<file path="config.mk">
export PLATFORM = sky130hd
export DESIGN_NAME = wam_round_engine
export DESIGN_NICKNAME = d
export VERILOG_FILES = /design/src/rtl/wam_pkg.sv /design/src/rtl/wam_lfsr.sv /design/src/rtl/wam_round_engine.sv
export SDC_FILE = /design/constraint.sdc
export NUM_CORES = 1
export LEC_CHECK = 0
export ABC_AREA = 1
export BUFFER_PORTS_ARGS = -buffer_cell sky130_fd_sc_hd__buf_2
export CORE_MARGIN = 1
export CORE_UTILIZATION = 42
export CTS_BUF_LIST = sky130_fd_sc_hd__clkbuf_2
export CTS_CLUSTER_DIAMETER = 200
export CTS_CLUSTER_SIZE = 20
export DETAILED_ROUTE_END_ITERATION = 12
export PLACE_DENSITY = 0.68
export SLEW_MARGIN = 40
export SYNTH_ARGS = -nofsm -noshare
export SYNTH_HDL_FRONTEND = slang
export SYNTH_HIERARCHICAL = 1
export SYNTH_SLANG_ARGS = --single-unit
export TNS_END_PERCENT = 100
</file>
<file path="constraint.sdc">
create_clock -name clk -period 3.56 [get_ports clk]
set_clock_uncertainty 0.05 [all_clocks]
set_input_delay 0.356 -clock clk [delete_from_list [all_inputs] [get_ports clk]]
set_output_delay 0.356 -clock clk [all_outputs]
set_load 0.005 [all_outputs]
</file>
<file path="src/rtl/wam_pkg.sv">
// Shared constants and helpers for the whack-a-mole round engine.
package wam_pkg;

    // One-hot game mode codes as delivered by the mode switch decode.
    localparam logic [3:0] MODE_NORMAL     = 4'b0001;
    localparam logic [3:0] MODE_TIMED      = 4'b0010;
    localparam logic [3:0] MODE_DEATHMATCH = 4'b0100;
    localparam logic [3:0] MODE_CONTINUITY = 4'b1000;

    // Round engine state encoding.
    localparam logic [1:0] ST_IDLE = 2'd0;
    localparam logic [1:0] ST_GAP  = 2'd1;
    localparam logic [1:0] ST_LIT  = 2'd2;
    localparam logic [1:0] ST_DONE = 2'd3;

    // Highest level reachable in continuity mode.
    localparam logic [1:0] LEVEL_MAX = 2'd3;

    // Flick counts offered by the front panel.
    localparam logic [6:0] FLICKS_NORMAL   = 7'd25;
    localparam logic [6:0] FLICKS_EXTENDED = 7'd50;

    // Anything that is not a recognised one-hot code plays as normal.
    function automatic logic [3:0] decode_mode(input logic [3:0] m);
        logic [3:0] r;
        case (m)
            MODE_TIMED, MODE_DEATHMATCH, MODE_CONTINUITY: r = m;
            default:                                      r = MODE_NORMAL;
        endcase
        return r;
    endfunction

    // Seven-bit increment that sticks at 127.
    function automatic logic [6:0] sat_inc7(input logic [6:0] v);
        logic [6:0] r;
        if (v == 7'd127) begin
            r = v;
        end else begin
            r = v + 7'd1;
        end
        return r;
    endfunction

    // Maximal-length Fibonacci tap masks for 8..16 bit registers.
    function automatic logic [15:0] lfsr_taps(input int width);
        logic [15:0] r;
        case (width)
            8:       r = 16'h00B8;
            9:       r = 16'h0110;
            10:      r = 16'h0240;
            11:      r = 16'h0500;
            12:      r = 16'h0829;
            13:      r = 16'h100D;
            14:      r = 16'h2015;
            15:      r = 16'h6000;
            default: r = 16'hD008;
        endcase
        return r;
    endfunction

endpackage

</file>
<file path="src/rtl/wam_lfsr.sv">
// Free-running maximal-length LFSR used to choose the next mole.
// WIDTH must be 8..16 and SEED must be nonzero, otherwise the register locks up.
module wam_lfsr
    import wam_pkg::*;
#(
    parameter int              WIDTH = 16,
    parameter logic [WIDTH-1:0] SEED = {{(WIDTH-1){1'b0}}, 1'b1}
) (
    input  logic             clk,
    input  logic             rst_n,
    input  logic             en,
    output logic [WIDTH-1:0] state
);

    localparam logic [15:0]      TAPS_FULL = lfsr_taps(WIDTH);
    localparam logic [WIDTH-1:0] TAPS      = TAPS_FULL[WIDTH-1:0];

    logic feedback_s;

    // Feedback bit is the parity of the tapped state bits.
    always_comb begin
        feedback_s = ^(state & TAPS);
    end

    // Shift left by one each enabled cycle; reset reloads the seed.
    always_ff @(posedge clk or negedge rst_n) begin
        if (!rst_n) begin
            state <= SEED;
        end else if (en) begin
            state <= {state[WIDTH-2:0], feedback_s};
        end else begin
            state <= state;
        end
    end

endmodule

</file>
<file path="src/rtl/wam_round_engine.sv">
// Whack-a-mole game core: picks moles, times the lit/gap phases, judges
// keypad hits and keeps score, misses and level for all four game modes.
module wam_round_engine
    import wam_pkg::*;
#(
    parameter int N_MOLES       = 9,
    parameter int TW            = 28,
    parameter int CLK_HZ        = 50_000_000,
    parameter int TIMED_SECONDS = 30,
    parameter int MISS_LIMIT    = 5,
    parameter int LEVEL_STEP    = 5,
    parameter int IW            = $clog2(N_MOLES)
) (
    input  logic               clk,
    input  logic               reset,
    input  logic               start,
    input  logic [3:0]         mode,
    input  logic [6:0]         total_flicks,
    input  logic [TW-1:0]      light_on,
    input  logic [TW-1:0]      light_between,
    input  logic               hit_valid,
    input  logic [IW-1:0]      hit_idx,
    output logic [N_MOLES-1:0] lights,
    output logic [6:0]         score,
    output logic [6:0]         misses,
    output logic [1:0]         level,
    output logic               busy,
    output logic               game_over,
    output logic               win
);

    localparam int LFSR_W = 16;
    localparam int TICK_W = (CLK_HZ > 1) ? $clog2(CLK_HZ) : 1;
    localparam int SEC_W  = $clog2(TIMED_SECONDS + 1);
    localparam int STEP_W = (LEVEL_STEP > 1) ? $clog2(LEVEL_STEP) : 1;

    localparam logic [TICK_W-1:0] TICK_LAST = TICK_W'(CLK_HZ - 1);
    localparam logic [SEC_W-1:0]  SEC_LAST  = SEC_W'(TIMED_SECONDS - 1);
    localparam logic [STEP_W-1:0] STEP_LAST = STEP_W'(LEVEL_STEP - 1);
    localparam logic [IW:0]       N_WIDE    = (IW+1)'(N_MOLES);
    localparam logic [IW-1:0]     IDX_LAST  = IW'(N_MOLES - 1);
    localparam logic [6:0]        MISS_LIM  = 7'(MISS_LIMIT);

    logic [1:0]        state_r;
    logic [3:0]        mode_r;
    logic [6:0]        total_r;
    logic [TW-1:0]     on_r;
    logic [TW-1:0]     between_r;
    logic [TW-1:0]     timer_r;
    logic [6:0]        flick_r;
    logic [IW-1:0]     target_r;
    logic [STEP_W-1:0] step_r;
    logic [TICK_W-1:0] tick_r;
    logic [SEC_W-1:0]  sec_r;

    logic [LFSR_W-1:0] lfsr_s;
    logic              lfsr_unused_s;
    logic [TW-1:0]     eff_on_s;
    logic [TW-1:0]     eff_gap_s;
    logic [IW-1:0]     raw_s;
    logic [IW-1:0]     wrap_s;
    logic [IW-1:0]     pick_s;
    logic              hit_ok_s;
    logic              miss_evt_s;
    logic              flick_end_s;
    logic [6:0]        score_nxt_s;
    logic [6:0]        miss_nxt_s;
    logic [6:0]        flick_nxt_s;
    logic [1:0]        level_nxt_s;
    logic [STEP_W-1:0] step_nxt_s;
    logic              sec_end_s;
    logic              end_game_s;
    logic              end_win_s;

    // Runs every cycle so the mole sequence depends on when start arrives.
    wam_lfsr #(.WIDTH(LFSR_W)) u_lfsr (
        .clk   (clk),
        .rst_n (reset),
        .en    (1'b1),
        .state (lfsr_s)
    );

    // Only the low bits choose the mole; the rest just keep the sequence long.
    assign lfsr_unused_s = ^lfsr_s[LFSR_W-1:IW];

    // Phase targets shrink with level, and the next mole never repeats the last.
    always_comb begin
        eff_on_s  = on_r >> level;
        eff_gap_s = between_r >> level;
        raw_s     = lfsr_s[IW-1:0];
        if ({1'b0, raw_s} >= N_WIDE) begin
            wrap_s = raw_s - N_WIDE[IW-1:0];
        end else begin
            wrap_s = raw_s;
        end
        if (wrap_s != target_r) begin
            pick_s = wrap_s;
        end else if (wrap_s == IDX_LAST) begin
            pick_s = {IW{1'b0}};
        end else begin
            pick_s = wrap_s + IW'(1);
        end
    end

    // Judge the lit mole: a press wins over expiry in the same cycle.
    always_comb begin
        hit_ok_s    = 1'b0;
        miss_evt_s  = 1'b0;
        flick_end_s = 1'b0;
        if (state_r == ST_LIT) begin
            if (hit_valid) begin
                flick_end_s = 1'b1;
                hit_ok_s    = (hit_idx == target_r);
                miss_evt_s  = (hit_idx != target_r);
            end else if (timer_r == eff_on_s) begin
                flick_end_s = 1'b1;
                miss_evt_s  = 1'b1;
            end else begin
                flick_end_s = 1'b0;
            end
        end else begin
            flick_end_s = 1'b0;
        end
        score_nxt_s = hit_ok_s ? sat_inc7(score) : score;
        miss_nxt_s  = miss_evt_s ? sat_inc7(misses) : misses;
        flick_nxt_s = flick_r + 7'd1;
    end

    // Continuity levels climb once per LEVEL_STEP hits and stop at the top.
    always_comb begin
        level_nxt_s = level;
        step_nxt_s  = step_r;
        if ((mode_r == MODE_CONTINUITY) && hit_ok_s) begin
            if (step_r == STEP_LAST) begin
                step_nxt_s  = {STEP_W{1'b0}};
                level_nxt_s = (level == LEVEL_MAX) ? level : level + 2'd1;
            end else begin
                step_nxt_s  = step_r + STEP_W'(1);
                level_nxt_s = level;
            end
        end else begin
            level_nxt_s = level;
        end
    end

    // Decide whether the game finishes this cycle and how it is judged.
    always_comb begin
        end_game_s = 1'b0;
        end_win_s  = 1'b0;
        sec_end_s  = busy && (mode_r == MODE_TIMED) &&
                     (tick_r == TICK_LAST) && (sec_r == SEC_LAST);
        if (sec_end_s) begin
            end_game_s = 1'b1;
            end_win_s  = (miss_nxt_s < MISS_LIM);
        end else if ((state_r == ST_GAP) && (mode_r != MODE_TIMED) && (total_r == 7'd0)) begin
            end_game_s = 1'b1;
            end_win_s  = 1'b1;
        end else if (flick_end_s) begin
            case (mode_r)
                MODE_TIMED: begin
                    end_game_s = 1'b0;
                    end_win_s  = 1'b0;
                end
                MODE_DEATHMATCH: begin
                    if (miss_evt_s) begin
                        end_game_s = 1'b1;
                        end_win_s  = 1'b0;
                    end else begin
                        end_game_s = (flick_nxt_s == total_r);
                        end_win_s  = 1'b1;
                    end
                end
                default: begin
                    end_game_s = (flick_nxt_s == total_r);
                    end_win_s  = (miss_nxt_s < MISS_LIM);
                end
            endcase
        end else begin
            end_game_s = 1'b0;
        end
    end

    // One-second tick and seconds counter, restarted by each accepted start.
    always_ff @(posedge clk or negedge reset) begin
        if (!reset) begin
            tick_r <= {TICK_W{1'b0}};
            sec_r  <= {SEC_W{1'b0}};
        end else if (!busy) begin
            tick_r <= {TICK_W{1'b0}};
            sec_r  <= {SEC_W{1'b0}};
        end else if (tick_r == TICK_LAST) begin
            tick_r <= {TICK_W{1'b0}};
            sec_r  <= sec_r + SEC_W'(1);
        end else begin
            tick_r <= tick_r + TICK_W'(1);
        end
    end

    // Main game sequencer: IDLE/DONE wait for start, GAP and LIT alternate.
    always_ff @(posedge clk or negedge reset) begin
        if (!reset) begin
            state_r   <= ST_IDLE;
            mode_r    <= MODE_NORMAL;
            total_r   <= 7'd0;
            on_r      <= {TW{1'b0}};
            between_r <= {TW{1'b0}};
            timer_r   <= {TW{1'b0}};
            flick_r   <= 7'd0;
            target_r  <= {IW{1'b0}};
            step_r    <= {STEP_W{1'b0}};
            lights    <= {N_MOLES{1'b0}};
            score     <= 7'd0;
            misses    <= 7'd0;
            level     <= 2'd0;
            busy      <= 1'b0;
            game_over <= 1'b0;
            win       <= 1'b0;
        end else begin
            case (state_r)
                ST_IDLE, ST_DONE: begin
                    if (start) begin
                        state_r   <= ST_GAP;
                        mode_r    <= decode_mode(mode);
                        total_r   <= total_flicks;
                        on_r      <= light_on;
                        between_r <= light_between;
                        timer_r   <= {TW{1'b0}};
                        flick_r   <= 7'd0;
                        step_r    <= {STEP_W{1'b0}};
                        lights    <= {N_MOLES{1'b0}};
                        score     <= 7'd0;
                        misses    <= 7'd0;
                        level     <= 2'd0;
                        busy      <= 1'b1;
                        game_over <= 1'b0;
                        win       <= 1'b0;
                    end else begin
                        state_r <= state_r;
                    end
                end
                ST_GAP: begin
                    if (end_game_s) begin
                        state_r   <= ST_DONE;
                        lights    <= {N_MOLES{1'b0}};
                        busy      <= 1'b0;
                        game_over <= 1'b1;
                        win       <= end_win_s;
                    end else if (timer_r == eff_gap_s) begin
                        state_r  <= ST_LIT;
                        target_r <= pick_s;
                        lights   <= {{(N_MOLES-1){1'b0}}, 1'b1} << pick_s;
                        timer_r  <= {TW{1'b0}};
                    end else begin
                        timer_r <= timer_r + TW'(1);
                    end
                end
                ST_LIT: begin
                    score  <= score_nxt_s;
                    misses <= miss_nxt_s;
                    level  <= level_nxt_s;
                    step_r <= step_nxt_s;
                    if (end_game_s) begin
                        state_r   <= ST_DONE;
                        flick_r   <= flick_nxt_s;
                        lights    <= {N_MOLES{1'b0}};
                        busy      <= 1'b0;
                        game_over <= 1'b1;
                        win       <= end_win_s;
                    end else if (flick_end_s) begin
                        state_r <= ST_GAP;
                        flick_r <= flick_nxt_s;
                        lights  <= {N_MOLES{1'b0}};
                        timer_r <= {TW{1'b0}};
                    end else begin
                        timer_r <= timer_r + TW'(1);
                    end
                end
                default: begin
                    state_r <= ST_IDLE;
                end
            endcase
        end
    end

endmodule

</file>
==> impl_summary.md, run 1 <==
Setup path
The setup slack of the most critical reg-to-reg path is 0.31 ns. The critical path in this run is classified as reg2reg. The sort of element at the start of the critical path is a register. The slowest stage of the critical path is the o21ai_1 cell. The arrival time at the worst endpoint is 3.86 ns. In this design, the stage delay of the slowest critical-path cell is 0.56 ns. The worst setup path is captured at a register.

Data on the critical path is required at its endpoint by 4.17 ns. The signal on the critical path passes through buf_4 -> buf_4 -> o21ai_1 -> nand2_1 -> nor2_1 -> nand2_1 -> nor2_1 -> nand2_1 -> nor2_1 -> nand2_1 -> nand2_4 -> nand2_2 -> nand2_1 -> nand3_2 -> nand2_4 -> o21ai_1 -> inv_1 -> nand3_1 -> o21ai_0. In this design, the critical path's most frequently occurring cell is nand2_1.

Of all nets on the critical path, the largest fanout is 29.

Synth
The yosys synthesis warning count is 6. Of the total synthesized cell area, the portion taken by XOR and XNOR cells is 0.05409. The number of flops mapped to enable cells by yosys is 0. Of the total synthesized cell area, the portion taken by full adders, half adders and majority gates is 0.01693.

By area the synthesized netlist is led by dfrtp_1 (39%), nand2_1 (19%), nand3_1 (6.5%). The compound-cell area share of the yosys netlist is 0.1003. Synthesis produced 1,700 cells. The register bit total from synthesis is 186. The post-synthesis mux area share is 0.0008467. The average instance in the mapped netlist occupies 6.954 um2.

Of the synthesized area, sequential elements account for 0.3939. In the synthesized netlist the async set-or-reset flop fraction comes to 1.000. The library cell occupying the most area in the post-synthesis netlist is dfrtp_1. The area fraction in and, or, nand and nor cells after synthesis is 0.3462. The share of Yosys cell area claimed by the top area cell type is 0.3895. The number of unique standard cell types used by synthesis is 47. The summed instance area of the synthesized netlist is 11,820 um2.

The commonest register cell after synthesis is dfrtp_1. The main combinational cell family by area after synthesis is simple AND/OR/NAND/NOR gates.

Finish
Registers take 4658 um2. The multi-input combinational cells in the finished layout cover a total of 6143 um2. After the flow finishes, the layout carries non-filler instances totaling 2,251.

The number of fill cells is 2,740. The growth of design area from synthesis to finish is 15.34%. The number of nets at the end of the flow is 1,951. Of the cells placed in the final design, the portion with a size suffix greater than 1 is 0.09882.

Die
The starting density of the core is 0.4267. The number of placement rows is 61. The die width is 169.8 um. The total core area is 27,710 um2. The floorplan step defined a die boundary enclosing 28,820 um2. 103 I/O pins were placed. The die boundary height is 169.8 um.

Drt
After detailed routing, the average wire length per cell comes to 14.52 um. The total detailed-routing wirelength is 32.69 mm. The length of the first detailed-routing pass in iterations is 5.

The DRC violation total after the first TritonRoute iteration is 1,086. The remaining design rule violation count is 0. The via density per instance is 5.191. The remaining antenna violation count after routing is 0. The count of vias placed by the detailed router is 11,690.

Power and ir drop
The largest vdd supply drop is 0.4393 mV. The leakage component of the power is 6.483 nW. The design draws 7.907 mW.

For this design the ratio of total power to cell area is 580.0 nW/um2.

Place
The congestion estimate from routability-driven global placement came to 1.007. The detailed-placement wirelength estimate is 23.43 mm. The number of placed instances, taps included, is 2,145. The number of buffers added on ports is 102.

Timing
The final count of hold timing violations is 0. The worst path in the final design needs a cycle of 3.255 ns, including I/O delays and setup. The worst hold slack is 0.07162 ns. The fmax is 307.2 MHz. Dividing the final minimum period by the clock period gives 0.9143. The headroom to the max-slew limit is 0.4560. Setup violations remaining at the end of the flow were counted as 0. The measured slew at the worst slew-check pin is 0.8085 ns.

The final max-slew violation count is 0.

Global route
The wire length of the first global-routing pass is 53.44 mm. Global routing finished with a remaining overflow of 0. Across every metal layer, demand over resource in global routing totals 0.2319. The via count of the first global-routing pass is 10,840. The maximum number of pins on one net before global-route repair is 116. The number of antenna violations at the first check in global routing was 1.

Min path
In this run the worst hold path is classified as in2async.

Clock network
TritonCTS built the clock tree. The H-tree was split into 4 levels. The number of clock buffers added by TritonCTS is 17. The cell sitting at the root of the clock tree is a clkbuf_2. For the worst-skew pair, the clock arrives at the later sink with an insertion delay of 0.78 ns. The buffer count from post-CTS setup fixing is 0. The number of clock sinks seen by CTS is 186. Clock-pin slew was measured on the worst setup and hold paths at 0.28 ns. The clock passes through at most 2 buffers.

Run status
The flow ran to the end, and the final reports show no timing, DRC or antenna violations.

Job
The number of max-cap violations is 0.
==> final timing paths <==
path                                      to  depth (start not counted)              from
max in group asynchronous         tick_r[16]                          3             reset
worst max register to register    flick_r[3]                         19          level[1]
worst min-delay path               misses[1]                          2             reset
worst max-delay path              flick_r[3]                         19          level[1]
min in group clk                between_r[8]                          4  light_between[8]
worst min register to register     tick_r[0]                          1         tick_r[0]
==> cell families after synthesis <==
logic type,count (synthesis)
buffers and inverters,236
xor gates and xnor gates,73
AOI/OAI and AO/OA,219
and+or+nand+nor,968
DFF,186
adders and majority gates,16
other,1
muxes,1
==> cells in the mapped netlist (3+ instances only) <==
library cell  instances
nand4_1              29
xnor2_1               4
inv_2                 5
inv_1               166
o31ai_1               4
o22ai_1               7
buf_2                17
o211ai_1              3
nand3_1             153
a21oi_1              58
or2_2                 3
and2_1                4
nor3_1               32
o21ai_1              29
ha_1                 16
clkbuf_1             16
o21ai_0              98
nor3b_1               5
buf_6                11
xor2_1               69
buf_4                 7
buf_1                 7
nand2_1             598
o21ai_2              10
nor4_1               25
nand2_2               5
o21a_1                3
clkinv_1              5
nor2_1              105
dfrtp_1             184
==> cell type report <==
class,instances,area share
Multi-Input combinational cell,1279,0.4506
Sequential cell,186,0.3417
Timing Repair Buffer,199,0.1071
Inverter,177,0.04983
Tap cell,378,0.03469
Clock inverter,13,0.009360
Clock buffer,18,0.006607
Antenna cell,1,0.0001835
==> placed cells by master (no fill, tap or decap), types with 10 or more instances in the layout <==
master,count
buf_2,101
ha_1,16
nand3_1,153
a21oi_1,58
o21ai_2,10
nor3_1,32
nand2_1,597
dlygate4sd3_1,74
xor2_1,69
buf_4,21
o21ai_1,31
dfrtp_1,183
o21ai_0,96
nor4_1,25
inv_1,166
nor2_1,105
clkbuf_2,18
nand4_1,29
==> per-layer routing <==
metal	wire length, um	GRT usage
met5	0	0
met4	910	0.07638
met3	1956	0.03358
met2	15010	0.3778
met1	14810	0.3157
==> stage by stage <==
stage          instance area, um2    TNS (ns)  utilization  setup slack [ns]
2_1_floorplan               11830           0            -            0.8612
3_3_place_gp                12640           0       0.4564            0.1497
3_5_place_dp                12650           0       0.4568           0.08162
4_1_cts                     13610           0       0.4914           0.03915
5_1_grt                     13630  -0.0005573       0.4921        -0.0005573
6_report                    13630           0       0.4921            0.3052
==> registers in the layout (all words and copies together), names as in the netlist, 5 cells and up <==
| signal | cells |
|---|---|
| between_r | 28 |
| tick_r | 26 |
| lights | 9 |
| u_lfsr/state | 16 |
| sec_r | 5 |
| flick_r | 7 |
| on_r | 28 |
| total_r | 7 |
| score | 7 |
| misses | 7 |
| timer_r | 28 |
==> worst max-delay path, delay by kind of cell (launching register included) <==
kind                   cells  cell delay [ns]
buffers and inverters      3             0.82
AOI/OAI and AO/OA          3             0.74
DFF                        1             0.45
and+or+nand+nor           13             1.06
==> where the power goes <==
| part | switching [mW] | total [mW] | internal (mW) |
|---|---|---|---|
| clock | 0.733 | 1.04 | 0.312 |
| sequential | 0.442 | 3.05 | 2.61 |
| combinational | 2.55 | 3.81 | 1.26 |
==> what timing repair did <==
item,in CTS,in global routing
hold buffers,74,0
hold endpoints to repair,256,0
resized for setup,0,9
endpoints found under the setup margin,0,32
Power figures use the tool's default switching activity.
==> run 2: changes to the inputs <==
--- a/config.mk
+++ b/config.mk
@@ -7,13 +7,14 @@
 export LEC_CHECK = 0
 export ABC_AREA = 1
 export BUFFER_PORTS_ARGS = -buffer_cell sky130_fd_sc_hd__buf_2
+export CORE_ASPECT_RATIO = 1.5
 export CORE_MARGIN = 1
 export CORE_UTILIZATION = 42
 export CTS_BUF_LIST = sky130_fd_sc_hd__clkbuf_2
 export CTS_CLUSTER_DIAMETER = 200
 export CTS_CLUSTER_SIZE = 20
 export DETAILED_ROUTE_END_ITERATION = 12
-export PLACE_DENSITY = 0.68
+export PLACE_DENSITY = 0.69
 export SLEW_MARGIN = 40
 export SYNTH_ARGS = -nofsm -noshare
 export SYNTH_HDL_FRONTEND = slang
==> run 2 against run 1 <==
Sequential share of layout area fell by 1.6 points. Combinational power rose by 17%. Maximum frequency increased by 0.50%. Register-to-register slack gained 0.02 ns. Non-clock buffer count is 63 higher. Wire length rose by 12%. Power increased by 10%. Worst setup slack improved by 0.016 ns. Via count up 4.1%. Sequential cell count unchanged.
==> impl_summary.md, run 2 (same netlist as run 1, synthesis figures left out) <==
Power and ir drop
The clock power share is 0.133. The overall power of the completed layout is 8.715 mW. The cell-internal power is 4.609 mW.

In this run the power density over the cells is 609.9 nW/um2. The switching power is 4.107 mW. VDD sags by at most 0.5157 mV. Of the total power, registers draw 0.354. Of the total power, the share spent switching nets is 0.4712. The leakage component of the power is 6.824 nW. The share of total power dissipated in combinational logic is 0.513.

Timing
The final-report setup violation count is 0. The final max-slew violation count is 0. For the pin with the worst max-slew slack, the measured transition is 0.7497 ns.

The fmax is 308.8 MHz. Measured against its own limit, the worst slew margin works out to 0.4956. The clock period minus worst slack is 3.239 ns. Dividing the final minimum period by the clock period gives 0.9097. After routing, the total negative slack on setup checks comes to 0 ns. The final count of hold timing violations is 0. Hold is met by 0.1079 ns.

Setup repair after global routing left no endpoint under its margin.

Drt
The detailed router placed 12,160 vias in this run. The length of the first detailed-routing pass in iterations is 7. The first routing iteration left 798 violations.

The average wire length per cell after detail routing is 16.05 um. The final layout contains routed wiring with a total length of 36.60 mm. The remaining antenna violation count after routing is 0.

The via density per instance is 5.334. The remaining design rule violation count is 0.

Clock network
For the worst-skew pair, the clock arrives at the later sink with an insertion delay of 0.94 ns. In this run the deepest clock path goes through 2 buffers. The TritonCTS clock tree is built. The clock net in this run drives a total of 186 sinks. The H-tree was split into 4 levels.

In this run the clock root is driven by a clkbuf_2. The clock transition at the registers of the reported paths is 0.34 ns. TritonCTS created 17 clock buffers.

Setup path
The setup path with the least slack is of type reg2reg. The count of buffering cells on the critical path with inverters included is 1. On the critical path, the stage with the largest delay is an instance of dfrtp_4. Of all nets on the critical path, the largest fanout is 35. The arrival time at the worst endpoint is 4.05 ns. The cell repeated most along the worst path is nand2_1. Walking the worst path, the cells encountered are buf_4 -> nand2_1 -> nand3_1 -> nand2_1 -> nand2_1 -> nand2_1 -> nand2_1 -> nor2_1 -> nand2_1 -> nor2_1 -> nand2_1 -> nand2_4 -> nand2_2 -> nand2_1 -> nand3_2 -> nand2_4 -> nor2_1 -> nand4_1 -> o21ai_1.

STA classifies the critical path startpoint as a register. The kind of end point of the critical path is a register. The cell family with the largest share of critical-path delay is simple AND/OR/NAND/NOR gates. The largest single stage delay on the critical path is 0.62 ns.

The critical path data required time is 4.37 ns.

Global route
The number of antenna violations at the first check in global routing was 2. The first global-routing pass estimated 59.97 mm of wire. Global routing finished with a remaining overflow of 0.

The via count of the first global-routing pass came to 12,050. The overall global routing resource usage is 0.2630. Entering global routing, the biggest net connects 82 pins.

Die
The floorplan step defined a core boundary enclosing 27,410 um2. The number of top-level pins is 103. Measured along the y axis, the die boundary spans 207.5 um. For this configuration, the core starts out at a cell density of 0.4313. In this run the horizontal extent of the chip is 139.0 um. The floorplan has 74 rows. The die covers 28,830 um2.

Finish
The end-of-flow core utilization is 0.5214. Of the cells placed in the final design, the portion with a size suffix greater than 1 is 0.09917. The largest registers in the layout are between_r (28), on_r (28), timer_r (28). Leaving out fill and tap cells, the most frequent cells in the layout are nand2_1 (597), dfrtp_1 (183), inv_1 (166), nand3_1 (153), dlygate4sd3_1 (135).

The most common library cell in the layout ignoring fill and taps is nand2_1. At the end of the flow, the number of nets in the layout was 2,014. The growth of design area from synthesis to finish is 20.88%.

Run status
The flow ran to the end, and the final reports show no timing, DRC or antenna violations.

Job
Across the run, the number of max-cap violations was 0.

Place
Routability-driven placement finished with a final weighted congestion of 1.037. Input and output buffers added on the ports amount to 102. The wire-length estimate of the detail-placed layout is 25.65 mm.

Min path
The path class of the tightest hold or removal check is in2reg.
-- run 2: cell types whose count changed in the layout (fill, tap and decap cells not counted), moves of 2 or more --
cell,previous run,this run
clkinv_1,8,4
clkinvlp_4,4,1
bufinv_16,2,0
buf_12,1,3
dlygate4sd3_1,74,135
buf_4,21,19
inv_8,1,5
clkinv_4,1,3
inv_6,2,4
clkinv_8,0,4
-- run 2: repair_timing --
item / CTS / global route
buffers inserted: 0 / 1
endpoints found under the setup margin: 3 / 32
hold buffers: 136 / 0
gates resized for setup: 1 / 8
endpoints found under the hold margin: 265 / 0
-- run 2: final cells by class --
class / instances / area [um2]
fill: 2640 / 13120
multi-input combinational: 1279 / 6138
sequential: 186 / 4661
timing repair buffer: 262 / 2123
inverter: 177 / 676.9
tap: 342 / 427.9
clock inverter: 15 / 172.7
clock buffer: 17 / 85.08
antenna: 2 / 5.005
-- run 2: worst paths after layout --
path | from | to | slack (ns) | depth (start not counted)
max | level[0] | lights[4] | 0.32 | 19
min | light_between[26] | between_r[26] | 0.11 | 4
max reg2reg | level[0] | lights[4] | 0.32 | 19
min reg2reg | tick_r[0] | tick_r[0] | 0.42 | 1
max in group asynchronous | reset | tick_r[7] | 2.53 | 4
min in group asynchronous | reset | on_r[19] | 0.33 | 3
-- run 2: metrics by stage --
step | instances | setup slack, ns | cell area (um2)
6_report | 2280 | 0.3214 | 14290
5_1_grt | 2280 | 0.01642 | 14290
4_1_cts | 2277 | 0.1932 | 14260
3_5_place_dp | 2109 | 0.04780 | 12620
3_3_place_gp | 2109 | 0.1240 | 12620
2_1_floorplan | 1701 | 0.8612 | 11830
-- run 2: layer usage --
metal / wire length [um] / track usage / vias to the layer above
li1: - / - / 5934
met1: 14010 / 0.2886 / 5715
met2: 18640 / 0.4714 / 395
met3: 1878 / 0.04567 / 118
met4: 2071 / 0.1586 / 0
met5: 0 / 0 / -
-- run 2: tightest hold or removal path, delay by kind of cell --
| kind | cells | cell delay (ns) |
|---|---|---|
| buf+inv | 2 | 0.62 |
| compound gates | 1 | 0.06 |
| simple gates | 1 | 0.04 |
-- run 2: power by group through the flow --
| stage | clock network (mW) | logic (mW) | registers [mW] |
|---|---|---|---|
| floorplan | 0 | 2.86 | 2.94 |
| global placement | 0 | 3.67 | 3.11 |
| detailed placement | 0 | 3.73 | 3.12 |
| CTS | 1.20 | 4.35 | 3.08 |
| global route | 1.27 | 5.03 | 3.14 |
| finish | 1.16 | 4.47 | 3.08 |
